==> config.mk <==
export PLATFORM = sky130hd
export DESIGN_NAME = imm_generator
export DESIGN_NICKNAME = d
export VERILOG_FILES = /design/src/rtl/imm_pkg.sv /design/src/rtl/imm_decode.sv /design/src/rtl/imm_generator.sv
export SDC_FILE = /design/constraint.sdc
export NUM_CORES = 1
export LEC_CHECK = 0
export ABC_CLOCK_PERIOD_IN_PS = 2780
export CORE_MARGIN = 2
export CORE_UTILIZATION = 41
export CTS_CLUSTER_SIZE = 16
export DETAILED_ROUTE_END_ITERATION = 10
export GPL_TIMING_DRIVEN = 0
export PLACE_DENSITY = 0.78
export RECOVER_POWER = 100
export REMOVE_ABC_BUFFERS = 1
export SLEW_MARGIN = 20
export SYNTH_ARGS = -nofsm -noshare
export SYNTH_HDL_FRONTEND = slang
export SYNTH_SLANG_ARGS = --single-unit
==> constraint.sdc <==
create_clock -name clk -period 2.78 [get_ports clk]
set_input_delay 0.556 -clock clk [delete_from_list [all_inputs] [get_ports clk]]
set_output_delay 0.556 -clock clk [all_outputs]
set_load 0.02 [all_outputs]
==> src/rtl/imm_pkg.sv <==
// imm_pkg
//   Shared definitions for the RV32I immediate generator: the immediate
//   format code carried alongside each decoded immediate, and the major
//   opcode values that select a format.
package imm_pkg;

  typedef enum logic [2:0] {
    FMT_NONE  = 3'd0,
    FMT_I     = 3'd1,
    FMT_S     = 3'd2,
    FMT_B     = 3'd3,
    FMT_U     = 3'd4,
    FMT_J     = 3'd5,
    FMT_SHAMT = 3'd6
  } imm_fmt_e;

  localparam logic [6:0] OPC_LOAD     = 7'b0000011;
  localparam logic [6:0] OPC_MISC_MEM = 7'b0001111;
  localparam logic [6:0] OPC_OP_IMM   = 7'b0010011;
  localparam logic [6:0] OPC_AUIPC    = 7'b0010111;
  localparam logic [6:0] OPC_STORE    = 7'b0100011;
  localparam logic [6:0] OPC_OP       = 7'b0110011;
  localparam logic [6:0] OPC_LUI      = 7'b0110111;
  localparam logic [6:0] OPC_BRANCH   = 7'b1100011;
  localparam logic [6:0] OPC_JALR     = 7'b1100111;
  localparam logic [6:0] OPC_JAL      = 7'b1101111;
  localparam logic [6:0] OPC_SYSTEM   = 7'b1110011;

  // funct3 values of OP-IMM that carry a shift amount instead of an immediate
  localparam logic [2:0] F3_SLLI      = 3'b001;
  localparam logic [2:0] F3_SRLI_SRAI = 3'b101;

endpackage

==> src/rtl/imm_decode.sv <==
// imm_decode
//   Purely combinational immediate decoder.
//   Ports:
//     instr   in  32  raw instruction word
//     imm     out 32  sign/zero-extended immediate (0 when the format has none)
//     fmt     out  3  immediate format code
//     illegal out  1  opcode not recognised
module imm_decode
  import imm_pkg::*;
(
  input  logic [31:0] instr,
  output logic [31:0] imm,
  output imm_fmt_e    fmt,
  output logic        illegal
);

  logic [6:0] opcode;
  logic [2:0] funct3;

  assign opcode = instr[6:0];
  assign funct3 = instr[14:12];

  always_comb begin
    imm     = '0;
    fmt     = FMT_NONE;
    illegal = 1'b0;
    case (opcode)
      OPC_LOAD, OPC_MISC_MEM, OPC_JALR, OPC_SYSTEM: begin
        imm = {{20{instr[31]}}, instr[31:20]};
        fmt = FMT_I;
      end
      OPC_OP_IMM: begin
        if ((funct3 == F3_SLLI) || (funct3 == F3_SRLI_SRAI)) begin
          // bit 30 selects SRAI and is not part of the shift amount
          imm = {27'b0, instr[24:20]};
          fmt = FMT_SHAMT;
        end else begin
          imm = {{20{instr[31]}}, instr[31:20]};
          fmt = FMT_I;
        end
      end
      OPC_STORE: begin
        imm = {{20{instr[31]}}, instr[31:25], instr[11:7]};
        fmt = FMT_S;
      end
      OPC_BRANCH: begin
        imm = {{19{instr[31]}}, instr[31], instr[7], instr[30:25], instr[11:8], 1'b0};
        fmt = FMT_B;
      end
      OPC_LUI, OPC_AUIPC: begin
        imm = {instr[31:12], 12'b0};
        fmt = FMT_U;
      end
      OPC_JAL: begin
        imm = {{11{instr[31]}}, instr[31], instr[19:12], instr[20], instr[30:21], 1'b0};
        fmt = FMT_J;
      end
      OPC_OP: begin
        // register-register ops are legal but carry no immediate
      end
      default: begin
        illegal = 1'b1;
      end
    endcase
  end

endmodule

==> src/rtl/imm_generator.sv <==
// imm_generator
//   RV32I decode-stage immediate generator. The immediate and its format
//   are available combinationally; a registered copy with format, illegal
//   and valid flags is provided for the ID/EX boundary.
//   Ports:
//     clk           in   1  core clock, rising edge
//     rst_n         in   1  asynchronous active-low reset (registered outputs only)
//     instr         in  32  raw instruction word
//     instr_valid   in   1  instr is a real instruction this cycle
//     imm_out       out 32  combinational immediate
//     imm_fmt       out  3  combinational format code
//     imm_out_q     out 32  registered immediate (loads only when instr_valid)
//     imm_fmt_q     out  3  registered format code
//     imm_illegal_q out  1  registered illegal flag, meaningful while imm_valid_q
//     imm_valid_q   out  1  registered instr_valid
module imm_generator
  import imm_pkg::*;
(
  input  logic        clk,
  input  logic        rst_n,
  input  logic [31:0] instr,
  input  logic        instr_valid,
  output logic [31:0] imm_out,
  output logic [2:0]  imm_fmt,
  output logic [31:0] imm_out_q,
  output logic [2:0]  imm_fmt_q,
  output logic        imm_illegal_q,
  output logic        imm_valid_q
);

  logic [31:0] dec_imm;
  imm_fmt_e    dec_fmt;
  logic        dec_illegal;

  logic [31:0] imm_out_d;
  logic [2:0]  imm_fmt_d;
  logic        imm_illegal_d;
  logic        imm_valid_d;

  imm_decode u_imm_decode (
    .instr   (instr),
    .imm     (dec_imm),
    .fmt     (dec_fmt),
    .illegal (dec_illegal)
  );

  assign imm_out = dec_imm;
  assign imm_fmt = dec_fmt;

  // Payload holds across invalid cycles so the last real instruction's
  // immediate stays visible downstream; only the valid flag tracks every cycle.
  always_comb begin
    imm_out_d     = imm_out_q;
    imm_fmt_d     = imm_fmt_q;
    imm_illegal_d = imm_illegal_q;
    imm_valid_d   = instr_valid;
    if (instr_valid) begin
      imm_out_d     = dec_imm;
      imm_fmt_d     = dec_fmt;
      imm_illegal_d = dec_illegal;
    end
  end

  always_ff @(posedge clk or negedge rst_n) begin
    if (!rst_n) begin
      imm_out_q     <= '0;
      imm_fmt_q     <= FMT_NONE;
      imm_illegal_q <= 1'b0;
      imm_valid_q   <= 1'b0;
    end else begin
      imm_out_q     <= imm_out_d;
      imm_fmt_q     <= imm_fmt_d;
      imm_illegal_q <= imm_illegal_d;
      imm_valid_q   <= imm_valid_d;
    end
  end

endmodule

## Word level (Yosys, flattened, before mapping)

Index checks and enable logic that the tools add are counted.

| word-level totals | value |
|---|---|
| bits in registers | 37 |

| cells by class | value |
|---|---|
| equal/unequal tests | 13 |
| multiplexer cells | 5 |
| reduce and logical (&&, ||, !) cells | 4 |

Operator list:

| cell | count |
|---|---|
| case mux 32 bit (6 select lines) | 1 |
| two-way mux 32 bit | 1 |
| == test 7 bit (second input constant) | 4 |
| == test 7 x 6 -> 1 bit (second input constant) | 3 |
| case mux 3 bit (6 select lines) | 1 |
| == test 7 x 5 -> 1 bit (second input constant) | 2 |
| OR reduction 11 bit | 1 |
| == test 7 x 2 -> 1 bit (second input constant) | 1 |
| == test 7 x 4 -> 1 bit (second input constant) | 1 |
| OR reduction 4 bit | 1 |
| == test 3 x 1 -> 1 bit (second input constant) | 1 |
| == test 3 bit (second input constant) | 1 |
| two-way mux 3 bit | 1 |
| OR reduction 2 bit | 1 |
| logical OR 1 bit | 1 |
| two-way mux 1 bit | 1 |

## Longest topological paths before layout

Gate-level depths: netlist of run 1.

| logic depth | value |
|---|---|
| depth after elaboration | 4 |
| gate-level depth with buffers | 7 |
| gate-level depth less buffers | 4 |

## By module

From an unflattened synthesis of run 1, not the netlist that was laid out.

| unflattened totals | value |
|---|---|
| cell total of the unflattened synthesis | 168 |
| area, all modules | 2,170.8 um^2 |

Modules (own cells, without submodules):

| module | instances | seq. area each (um^2) | area an instance (um^2) | cells an instance |
|---|---|---|---|---|
| imm_generator | 1 | 925.9 | 1,515.2 | 77 |
| imm_decode | 1 | 0.0 | 655.6 | 91 |

## Worst setup path before layout of run 1

No wires, ideal clock.

| timing path | value |
|---|---|
| path type | input -> output |
| from | input instr[2] |
| to | output imm_out[12] |
| path buffers | 3 |
| arrival | 2,022 ps |
| setup slack | 202 ps |
| cell stages on the path | 6 |
| cells stage by stage | buf_2 -> or2_2 -> buf_2 -> or2_2 -> clkbuf_1 -> o211ai_1 |

| between the ends | value |
|---|---|
| longest elaborated chain between the ends | 3 |
| elaborated cells between the ends (all ways) | 13 |
| those cells by class | 10 x eq/ne; 1 x mux; 2 x reduce/logical |

Ends and longest elaborated chain:

| element | line | RTL |
|---|---|---|
| start: declaration | imm_generator.sv:21 | `input logic [31:0] instr,` |
| == test 7 x 2 -> 1 bit, or another cell as far along | imm_decode.sv:27 | `case (opcode)` |
| OR reduction 4 bit or OR reduction 2 bit (tied branches) | - |  |
| case mux 32 bit (6 select lines) (*) | imm_decode.sv:27 |  |
| end: declaration | imm_generator.sv:23 | `output logic [31:0] imm_out,` |

Every way passes the cells marked *; elsewhere a longest branch is shown, timed or not.

## Final worst setup path of run 1

| timing path | value |
|---|---|
| from | input instr[6] |
| to | output imm_out[20] |

The elaborated chain is that of the path after synthesis.

==> implementation parameters, run 1 <==
Parameter                              Value

Placed design
  Placed insts    437
  DP HPWL    5020 microns
  Cell area after placement    3370 sq um
  Gp weighted congestion    0.861
  Dpl ws    -1.12 ns
  Buffers added on ports    106

Cells and area
  Antenna diode count    0
  Final #Nets    425
  Area added between synthesis and finish    58.1%
  Total of fill cells in the finished design    419
  Share of layout cells above drive strength 1    22.0%
  Finished Layout Cells    461
  Final instance area    3550 sq um

Global routing
  Overall track demand over capacity in global routing    23.9%
  First-pass GRT wire length    11600 microns
  Pin count of the biggest net entering global routing    42
  Vias in the first global route    2353
  Total grt overflow    0
  Initial antenna violation count    0

CTS
  CTS tree    yes
  Number of buffers created by CTS    5
  Reg clk slew, reported paths    0.07 ns
  Number of clock sinks    37
  Clk_lat worst skew    0.28 ns
  Root buffer cell    clkbuf_8
  Number of H-tree levels    2
  Post-cts hold buffer count    0
  Maximum buffer depth of the clock tree    2

Critical path
  Kind of end point of the critical path    primary output
  Crit-path slowest cell    or3_4
  Worst path buffer plus inverter count    5
  Required time at the endpoint of the critical path    2.22 ns
  Crit path arrival time    2.18 ns
  Worst setup path start    instr[6]
  Maximum fanout along the worst path    11
  Number of cell instances on the worst register-to-register path    2
  Kind of cell with the highest combined delay on the critical path    buffers and inverters
  Reg-to-reg slack, setup    1.98 ns
  Startpoint-to-endpoint class of the critical path    input pin to primary output
  Origin of the critical flop-to-flop path    imm_out_q[12]$_DFFE_PN0P_
  Termination of the worst setup path    imm_out[20]
  Reg-to-Reg End    imm_out_q[12]$_DFFE_PN0P_
  Longest individual stage delay on the worst path    0.44 ns
  Crit path cell chain    buf_4, or3_4, o32ai_4, buf_6, buf_6, o31ai_4, buf_6, nand2_1, buf_2
  Kind of start point of the critical path    input pin
  Most repeated library cell on the critical path    buf_6
  Instance count on the critical path    9

Power and ir drop
  Leakage power total    0.00166 uW
  Worst supply voltage drop on vdd    0.228 mV
  Pwr/cell area    403 nW/um^2

Synthesis
  Combined area of all synthesized cells    2250 sq um
  Synth warn    0
  Post-synthesis sequential area ratio    41.2%
  Share of the synthesized area in the top cell type    41.2%
  Commonest cells post-synth    nand2_1 (55), dfrtp_1 (37), nor2_1 (28), inv_1 (21), a31oi_1 (14)
  Cell taking the most area after synthesis    dfrtp_1
  Share of synthesized flip-flops with an asynchronous set or reset    100%
  Seq cells post-synth    37
  Count of distinct cell types in the synthesized netlist    44
  Number of flops mapped to enable cells by yosys    0
  Syn Area/Cell    8.05 sq um
  Leading post-synthesis cells by cell area    dfrtp_1 (41%), nand2_1 (9.2%), nor2_1 (4.7%)
  Most common flop cell mapped by yosys    dfrtp_1
  Number of standard cells after synthesis    279
  Dominant cell by count in the synthesized netlist    nand2_1

Floorplanning
  Initial Util    43.1%
  Horizontal die dimension    78.0 microns
  Die extent in y    78.0 microns
  Core area    5200 sq um
  Die area    6090 sq um
  Number of I/O pins    107
  Number of cell rows    26

Route
  Mean routed wirelength per cell    16.1 microns
  Antenna viol nets, final    0
  Number of vias after detailed routing    2549
  Residual DRC count    0
  Pre-Repair DR Iteration Count    4
  Via-to-Cell Ratio    5.53
  WL final    7410 microns
  Starting DRC count in detailed routing    171

STA
  Worst clock skew    0 ns
  Crit path setup slack, layout    0.0433 ns
  Upper clock frequency limit    0.365 GHz
  Final setup TNS    0 ns
  Fin crit period    2.74 ns
  Unrepaired setup endpoints after global routing    yes
  Setup violation total in the final timing report    0
  Count of final hold-check violations    0
  Worst slew margin relative to its limit    16.3%
  Final slew viol count    0
  Worst hold-check slack    0.357 ns
  Final critical-path share of the clock period    98.4%
  Slew of the pin with the lowest slew margin    1.26 ns

Run
  Max_cap viols    0

Min path
  Path type of the worst min-delay path    input pin to asynchronous set/reset pin

Status
  Outcome    complete, no violations
==> registers in the layout, indices dropped and copies added, names as in the netlist <==
name,cells
imm_out_q,32
imm_fmt_q,3
imm_illegal_q,1
imm_valid_q,1
==> power breakdown <==
group          switching [uW]  internal, uW  leakage (uW)  total, uW
clock network             195           292     0.0000574        486
registers                15.5           569      0.000482        584
logic                     207           153       0.00112        360
==> stage by stage <==
stage               util (%)  total power (uW)
finish                  68.2              1430
CTS                     68.1              1450
global route            68.2              1490
global placement        63.4               940
floorplan                  -               745
detailed placement      64.7               953
==> worst min-delay path by stage <==
stage / from / cells past startpoint / endpoint
after floorplan: rst_n / 0 / imm_fmt_q[0]$_DFFE_PN0P_
after global placement: imm_out_q[0]$_DFFE_PN0P_ / 2 / imm_out_q[0]$_DFFE_PN0P_
after detailed placement: imm_out_q[0]$_DFFE_PN0P_ / 2 / imm_out_q[0]$_DFFE_PN0P_
after CTS: rst_n / 1 / imm_out_q[22]$_DFFE_PN0P_
after global routing: rst_n / 1 / imm_out_q[22]$_DFFE_PN0P_
final: rst_n / 1 / imm_out_q[14]$_DFFE_PN0P_
==> worst register-to-register path, delay by kind of cell (launching register included) <==
kind            cells  cell delay, ns
flops               1            0.35
compound gates      2            0.34
==> per-layer routing <==
metal | share of wire [%] | global-route usage [%] | wire length (microns) | up-vias
met4 | 2.8 | 9.12 | 204 | 0
met1 | 42 | 30.1 | 3120 | 1216
met3 | 5.5 | 4.60 | 409 | 16
li1 | - | - | - | 1218
met2 | 50 | 40.9 | 3670 | 99
met5 | 0 | 0 | 0 | -
==> cell families after synthesis <==
group | Yosys count | share of synthesized area (%)
flops | 37 | 41.2
xor+xnor | 2 | 0.780
mux | 2 | 0.947
buf+inv | 42 | 7.63
compound gates | 81 | 26.0
simple gates | 115 | 23.5
==> cell usage in the layout (no fill, tap or decap), types with 10 or more instances in the layout <==
master	count
nor2_1	27
clkdlybuf4s50_1	33
a31oi_1	14
dlygate4sd3_1	28
buf_4	18
dfrtp_1	37
o22ai_1	10
inv_1	21
buf_2	21
nand2_1	54
o21ai_0	13
==> final cells by class <==
type                    instances  area (sq um)  area share, %
inverters                      21          78.8           2.22
well taps                      70          87.6           2.47
repair buffers                123          1070           30.2
flip-flops and latches         37           926           26.1
multi-input cells             202          1270           35.7
clock buffers                   6          82.6           2.33
clock inverters                 2          37.5           1.06
==> timing repair <==
action | 4_1_cts | 5_1_grt
endpoints found under the hold margin | 0 | 0
resized for setup | 161 | 26
pin swaps | 7 | 4
setup buffers | 10 | 4
setup endpoints to repair | 35 | 27
gates cloned | 1 | 1
(Power assumes the default switching activity.)
==> inputs of run 2 (changes only) <==
Settings changed: ABC_CLOCK_PERIOD_IN_PS 2780 to 3200, CORE_ASPECT_RATIO set to 1.2, CORE_UTILIZATION 41 to 44, PLACE_DENSITY 0.78 to 0.83.
Clock period 2.78 ns to 3.2 ns, I/O delays scaled along.
==> implementation parameters, run 2 (same netlist as run 1, synthesis figures left out) <==
Parameter                              Value

Cells and area
  Most frequent standard cell in the layout excluding fill and tap cells    nand2_1
  Flip-flop count of the largest register, all copies and words added    32 (unchanged)
  Share of layout cells above drive strength 1    15.4% (-6.6 points)
  Antenna diode count    0 (unchanged)
  Final instance area    3520 sq um (-0.74%)
  Commonest cells after routing, fill and taps aside    nand2_1 (54), dfrtp_1 (37), dlygate4sd3_1 (37), clkdlybuf4s50_1 (28), nor2_1 (27)
  Final #Nets    423 (-0.47%)
  Area added between synthesis and finish    56.9%
  Biggest registers after layout    imm_out_q: 32 flops, imm_fmt_q: 3 flops
  Register bank with the most flops    imm_out_q

Run
  Max_cap viols    1 (+1)

Critical path
  Startpoint-to-endpoint class of the critical path    input pin to primary output
  Number of cell instances on the worst register-to-register path    2 (unchanged)
  Longest individual stage delay on the worst path    0.53 ns (+0.09 ns)
  Crit-path slowest cell    clkdlybuf4s50_1
  Crit path cell chain    clkdlybuf4s50_1, nor2b_2, o32ai_4, clkbuf_1, o31ai_4, buf_4, nor2_1, clkbuf_2
  Reg-to-Reg End    imm_out_q[15]$_DFFE_PN0P_
  Kind of start point of the critical path    input pin
  Reg-to-reg slack, setup    2.34 ns (+0.36 ns)
  Maximum fanout along the worst path    8 (-3)
  Crit path arrival time    2.48 ns (+0.30 ns)
  Origin of the critical flop-to-flop path    imm_out_q[15]$_DFFE_PN0P_
  Required time at the endpoint of the critical path    2.56 ns (+0.34 ns)
  Kind of end point of the critical path    primary output

Floorplanning
  Horizontal die dimension    69.2 microns (-11%)
  Die extent in y    82.3 microns (+5.5%)
  Initial Util    45.5% (+2.3 points)
  Die area    5690 sq um (-6.4%)
  Number of cell rows    28 (+7.7%)
  Core area    4940 sq um (-5.1%)
  Number of I/O pins    107 (unchanged)

STA
  Final setup TNS    0 ns (unchanged)
  Slew of the pin with the lowest slew margin    1.70 ns (+0.440 ns)
  Unrepaired setup endpoints after global routing    no
  Final critical-path share of the clock period    97.6%
  Worst hold-check slack    0.215 ns (-0.142 ns)
  Count of final hold-check violations    0 (unchanged)
  Upper clock frequency limit    0.320 GHz
  Final slew viol count    32 (+32)
  Fin crit period    3.12 ns
  Worst clock skew    0 ns (unchanged)
  Setup violation total in the final timing report    0 (unchanged)
  Worst slew margin relative to its limit    -13.0% (-29 points)

Route
  Residual DRC count    0 (unchanged)
  Number of vias after detailed routing    2536 (-0.51%)
  Pre-Repair DR Iteration Count    7 (+3)
  Antenna viol nets, final    0 (unchanged)
  Starting DRC count in detailed routing    163 (-4.7%)
  Mean routed wirelength per cell    16.6 microns (+3.0%)
  Via-to-Cell Ratio    5.65 (+2.1%)
  WL final    7430 microns (+0.34%)

CTS
  CTS tree    yes
  Maximum buffer depth of the clock tree    2 (unchanged)
  Number of H-tree levels    2 (unchanged)
  Number of buffers created by CTS    5 (unchanged)
  Number of clock sinks    37 (unchanged)
  Root buffer cell    clkbuf_8
  Reg clk slew, reported paths    0.07 ns (about the same)
  Clk_lat worst skew    0.30 ns (+0.02 ns)

Power and ir drop
  Pwr/cell area    324 nW/um^2 (-19%)
  Leakage power total    0.00162 uW (-2.3%)
  Worst supply voltage drop on vdd    0.217 mV (-4.9%)

Placed design
  Cell area after placement    3350 sq um (-0.37%)
  Gp weighted congestion    0.882 (+2.5%)
  Buffers added on ports    106 (unchanged)
  DP HPWL    4900 microns (-2.5%)

Global routing
  Initial antenna violation count    0 (unchanged)
  Total grt overflow    0 (unchanged)
  Vias in the first global route    2338 (-0.64%)
  First-pass GRT wire length    11700 microns (+1.0%)
  Overall track demand over capacity in global routing    26.0% (+2.0 points)
  Pin count of the biggest net entering global routing    50 (+19%)

Status
  Outcome    complete, but fails checks
  Failing checks    capacitance limit, slew limit

Min path
  Path type of the worst min-delay path    input pin to asynchronous set/reset pin
==> run 2: changes by cell type in the layout (fill, tap and decap cells not counted), sizes merged <==
cell           previous run  this run
buf                      48        12
clkbuf                   13        20
dlygate4sd2               3        18
dlygate4sd3              28        37
nor2                     30        29
clkdlybuf4s15             2        12
clkdlybuf4s50            33        28
bufinv                    1         0
dlymetal6s2s              2         0
clkinv                    0         2
==> run 2: power by group <==
group	internal [uW]	total, uW	leakage, uW	switching (uW)
logic	130	308	0.00109	178
clock network	150	328	0.0000439	178
registers	494	507	0.000482	12.9
==> run 2: how the worst max path moves through the flow <==
stage | from | endpoint | slack [ns] | depth (start not counted)
final | instr[12] | imm_out[5] | 0.08 | 8
after global routing | instr[5] | imm_out[8] | 0.02 | 8
after CTS | instr[6] | imm_out[13] | 0.0004 | 7
after detailed placement | instr[2] | imm_out[24] | -0.78 | 6
after global placement | instr[3] | imm_out[23] | -1.39 | 6
after floorplan | instr[12] | imm_out[20] | 0.35 | 4
==> run 2: metal layers <==
layer | track usage, % | wire length [microns] | share of wire [%] | vias to the layer above
met4 | 10.2 | 175 | 2.4 | 0
met2 | 44.3 | 3840 | 52 | 106
met5 | 0 | 0 | 0 | -
met1 | 33.6 | 2960 | 40 | 1211
li1 | - | - | - | 1204
met3 | 4.13 | 457 | 6.1 | 15
==> run 2: area by class of cell <==
cell class,instances,area (sq um)
clock buffer,5,68.8
clock inverter,3,17.5
multi-input combinational,201,1230
fill,394,1420
tap,60,75.1
timing repair buffer,122,1120
inverter,21,78.8
sequential,37,926
==> run 2: worst max-delay path, delay by kind of cell <==
kind | cells | cell delay [ns]
compound gates | 2 | 0.48
buf+inv | 4 | 1.05
simple gates | 2 | 0.30
==> run 2: per-stage QoR <==
stage               power [uW]  util, %  instances  setup WS [ns]
CTS                       1150     72.4        446       0.000353
floorplan                  647        -        258          0.354
global placement           815     66.6        424          -1.39
global route              1200     71.4        449         0.0155
finish                    1140     71.4        449         0.0760
detailed placement         827     67.9        428         -0.779
==> run 2: repair_timing <==
item	in CTS	in global routing
endpoints found under the setup margin	35	27
buffers inserted	9	3
gates resized for setup	76	20
cloned	1	0
pin swaps	4	3
hold buffers	0	0
==> inputs of run 3 (changes only) <==
Settings changed: CORE_UTILIZATION 44 to 39, PLACE_DENSITY 0.83 to 0.75.
==> implementation parameters, run 3 (same netlist as run 1, synthesis figures left out) <==
Parameter                              Value

STA
  Count of final hold-check violations    0 (unchanged)
  Final slew viol count    0 (-100%)
  Crit path setup slack, layout    0.0505 ns (-0.0255 ns)
  Fin crit period    3.15 ns (+0.0255 ns)
  Slew of the pin with the lowest slew margin    1.47 ns (-0.225 ns)
  Worst clock skew    0 ns (unchanged)
  Worst slew margin relative to its limit    2.00% (+15 points)
  Final setup TNS    0 ns (unchanged)
  Upper clock frequency limit    0.318 GHz (-0.81%)
  Final critical-path share of the clock period    98.4% (+0.80 points)
  Worst hold-check slack    0.482 ns (+0.267 ns)
  Setup violation total in the final timing report    0 (unchanged)

Power and ir drop
  Worst supply voltage drop on vdd    0.179 mV (-17%)
  Pwr/cell area    325 nW/um^2 (+0.29%)
  Leakage power total    0.00158 uW (-2.4%)

Global routing
  Initial antenna violation count    0 (unchanged)
  Vias in the first global route    2417 (+3.4%)
  Overall track demand over capacity in global routing    22.7% (-3.2 points)
  Pin count of the biggest net entering global routing    38 (-24%)
  Total grt overflow    0 (unchanged)
  First-pass GRT wire length    11400 microns (-3.1%)

Cells and area
  Flip-flop count of the largest register, all copies and words added    32 (unchanged)
  Register bank with the most flops    imm_out_q
  Most frequent standard cell in the layout excluding fill and tap cells    nand2_1
  Share of layout cells above drive strength 1    12.5% (-3.0 points)
  Biggest registers after layout    imm_out_q: 32 flops, imm_fmt_q: 3 flops
  Antenna diode count    0 (unchanged)
  Commonest cells after routing, fill and taps aside    nand2_1 (54), dlygate4sd3_1 (38), dfrtp_1 (37), nor2_1 (28), clkdlybuf4s50_1 (27)
  Share of the core filled with cells    62.2% (-9.1 points)
  Final #Nets    419 (-0.95%)
  Area added between synthesis and finish    54.9%

Critical path
  Required time at the endpoint of the critical path    2.56 ns (about the same)
  Crit-path slowest cell    or3_4
  Crit path arrival time    2.51 ns (+0.03 ns)
  Maximum fanout along the worst path    11 (+3)
  Kind of end point of the critical path    primary output
  Kind of start point of the critical path    input pin
  Reg-to-Reg End    imm_out_q[16]$_DFFE_PN0P_
  Startpoint-to-endpoint class of the critical path    input pin to primary output
  Longest individual stage delay on the worst path    0.48 ns (-0.05 ns)
  Termination of the worst setup path    imm_out[12]
  Crit path cell chain    dlygate4sd2_1, or3_4, o32ai_4, buf_4, o21ai_4, o211ai_1, dlygate4sd2_1
  Reg-to-reg slack, setup    2.42 ns (+0.08 ns)
  Worst setup path start    instr[6]
  Most repeated library cell on the critical path    dlygate4sd2_1
  Origin of the critical flop-to-flop path    imm_out_q[16]$_DFFE_PN0P_
  Number of cell instances on the worst register-to-register path    2 (unchanged)

Route
  Routed wire length on met2    3900 microns (+1.6%)
  Top Metal Used    met4
  WL final    7050 microns (-5.2%)
  Met1 WL    2740 microns (-7.5%)
  Pre-Repair DR Iteration Count    4 (-3)
  Via-to-Cell Ratio    5.44 (-3.7%)
  Antenna viol nets, final    0 (unchanged)
  Starting DRC count in detailed routing    137 (-16%)
  Number of vias after detailed routing    2441 (-3.7%)
  Mean routed wirelength per cell    15.7 microns (-5.2%)
  Routed length on met3    278 microns (-39%)
  Residual DRC count    0 (unchanged)

CTS
  Number of buffers created by CTS    5 (unchanged)
  Maximum buffer depth of the clock tree    2 (unchanged)
  Post-cts hold buffer count    0 (unchanged)
  Number of clock sinks    37 (unchanged)
  Reg clk slew, reported paths    0.07 ns (about the same)
  Number of H-tree levels    2 (unchanged)
  Root buffer cell    clkbuf_8
  CTS tree    yes
  Clk_lat worst skew    0.29 ns (about the same)

Placed design
  Dpl ws    -0.814 ns (-0.0353 ns)
  DP HPWL    5290 microns (+8.0%)
  Gp weighted congestion    0.833 (-5.5%)
  Buffers added on ports    106 (unchanged)

Floorplanning
  Die extent in y    87.1 microns (+5.9%)
  Core area    5590 sq um (+13%)
  Number of cell rows    30 (+7.1%)
  Die area    6380 sq um (+12%)
  Initial Util    40.2% (-5.3 points)
  Horizontal die dimension    73.3 microns (+5.9%)
  Number of I/O pins    107 (unchanged)

Run
  Max_cap viols    0 (-1)

Min path
  Path type of the worst min-delay path    input pin to asynchronous set/reset pin

Status
  Outcome    complete, no violations
==> run 3: cell count changes in the layout (fill, tap and decap cells not counted), sizes merged <==
cell / change
buf: -1
clkbuf: +7
clkdlybuf4s15: -4
clkdlybuf4s50: -1
dlygate4sd2: -5
dlygate4sd3: +1
o31ai: -1
==> run 3: per-stage QoR <==
step / power, uW / instance area, sq um / cells
after floorplan: 647 / 2150 / 258
after global placement: 818 / 3290 / 428
after detailed placement: 831 / 3380 / 432
after CTS: 1150 / 3550 / 448
after global routing: 1190 / 3480 / 449
final: 1130 / 3480 / 449
==> run 3: final cells by class <==
type	count	area, sq um
Tap cell	64	80.1
Timing Repair Buffer	119	1070
Clock buffer	5	68.8
Clock inverter	3	17.5
Sequential cell	37	926
Multi-Input combinational cell	200	1230
Inverter	21	78.8
Fill cell	531	2110
==> run 3: repair_timing <==
item                                    in CTS  in global routing
resized for setup                           54                 43
endpoints found under the setup margin      35                 27
pin swaps                                    7                  1
buffers inserted                             8                  1
==> run 3: routing by layer <==
| layer | GRT usage (%) | vias up |
|---|---|---|
| met2 | 40.5 | 70 |
| met1 | 27.2 | 1172 |
| li1 | - | 1189 |
| met4 | 9.60 | 0 |
| met3 | 2.78 | 10 |
| met5 | 0 | - |
==> run 3: worst min-delay path by stage <==
stage	start	endpoint	slack, ns	depth (start not counted)
6_report	rst_n	imm_out_q[17]$_DFFE_PN0P_	0.48	1
5_1_grt	imm_out_q[0]$_DFFE_PN0P_	imm_out_q[0]$_DFFE_PN0P_	0.53	2
4_1_cts	rst_n	imm_out_q[17]$_DFFE_PN0P_	0.31	1
3_5_place_dp	imm_out_q[0]$_DFFE_PN0P_	imm_out_q[0]$_DFFE_PN0P_	0.50	2
3_3_place_gp	imm_out_q[0]$_DFFE_PN0P_	imm_out_q[0]$_DFFE_PN0P_	0.49	2
2_1_floorplan	rst_n	imm_fmt_q[0]$_DFFE_PN0P_	0.34	0
==> run 3: power breakdown <==
group          switching (uW)  internal, uW
sequential               12.5           494
clock                     170           150
combinational             175           130
total                     357           774
==> run 3: critical path, delay by kind of cell <==
kind	cells	cell delay, ns
AO/OA/AOI/OAI	3	0.46
buffers and inverters	3	0.92
AND/OR/NAND/NOR	1	0.48
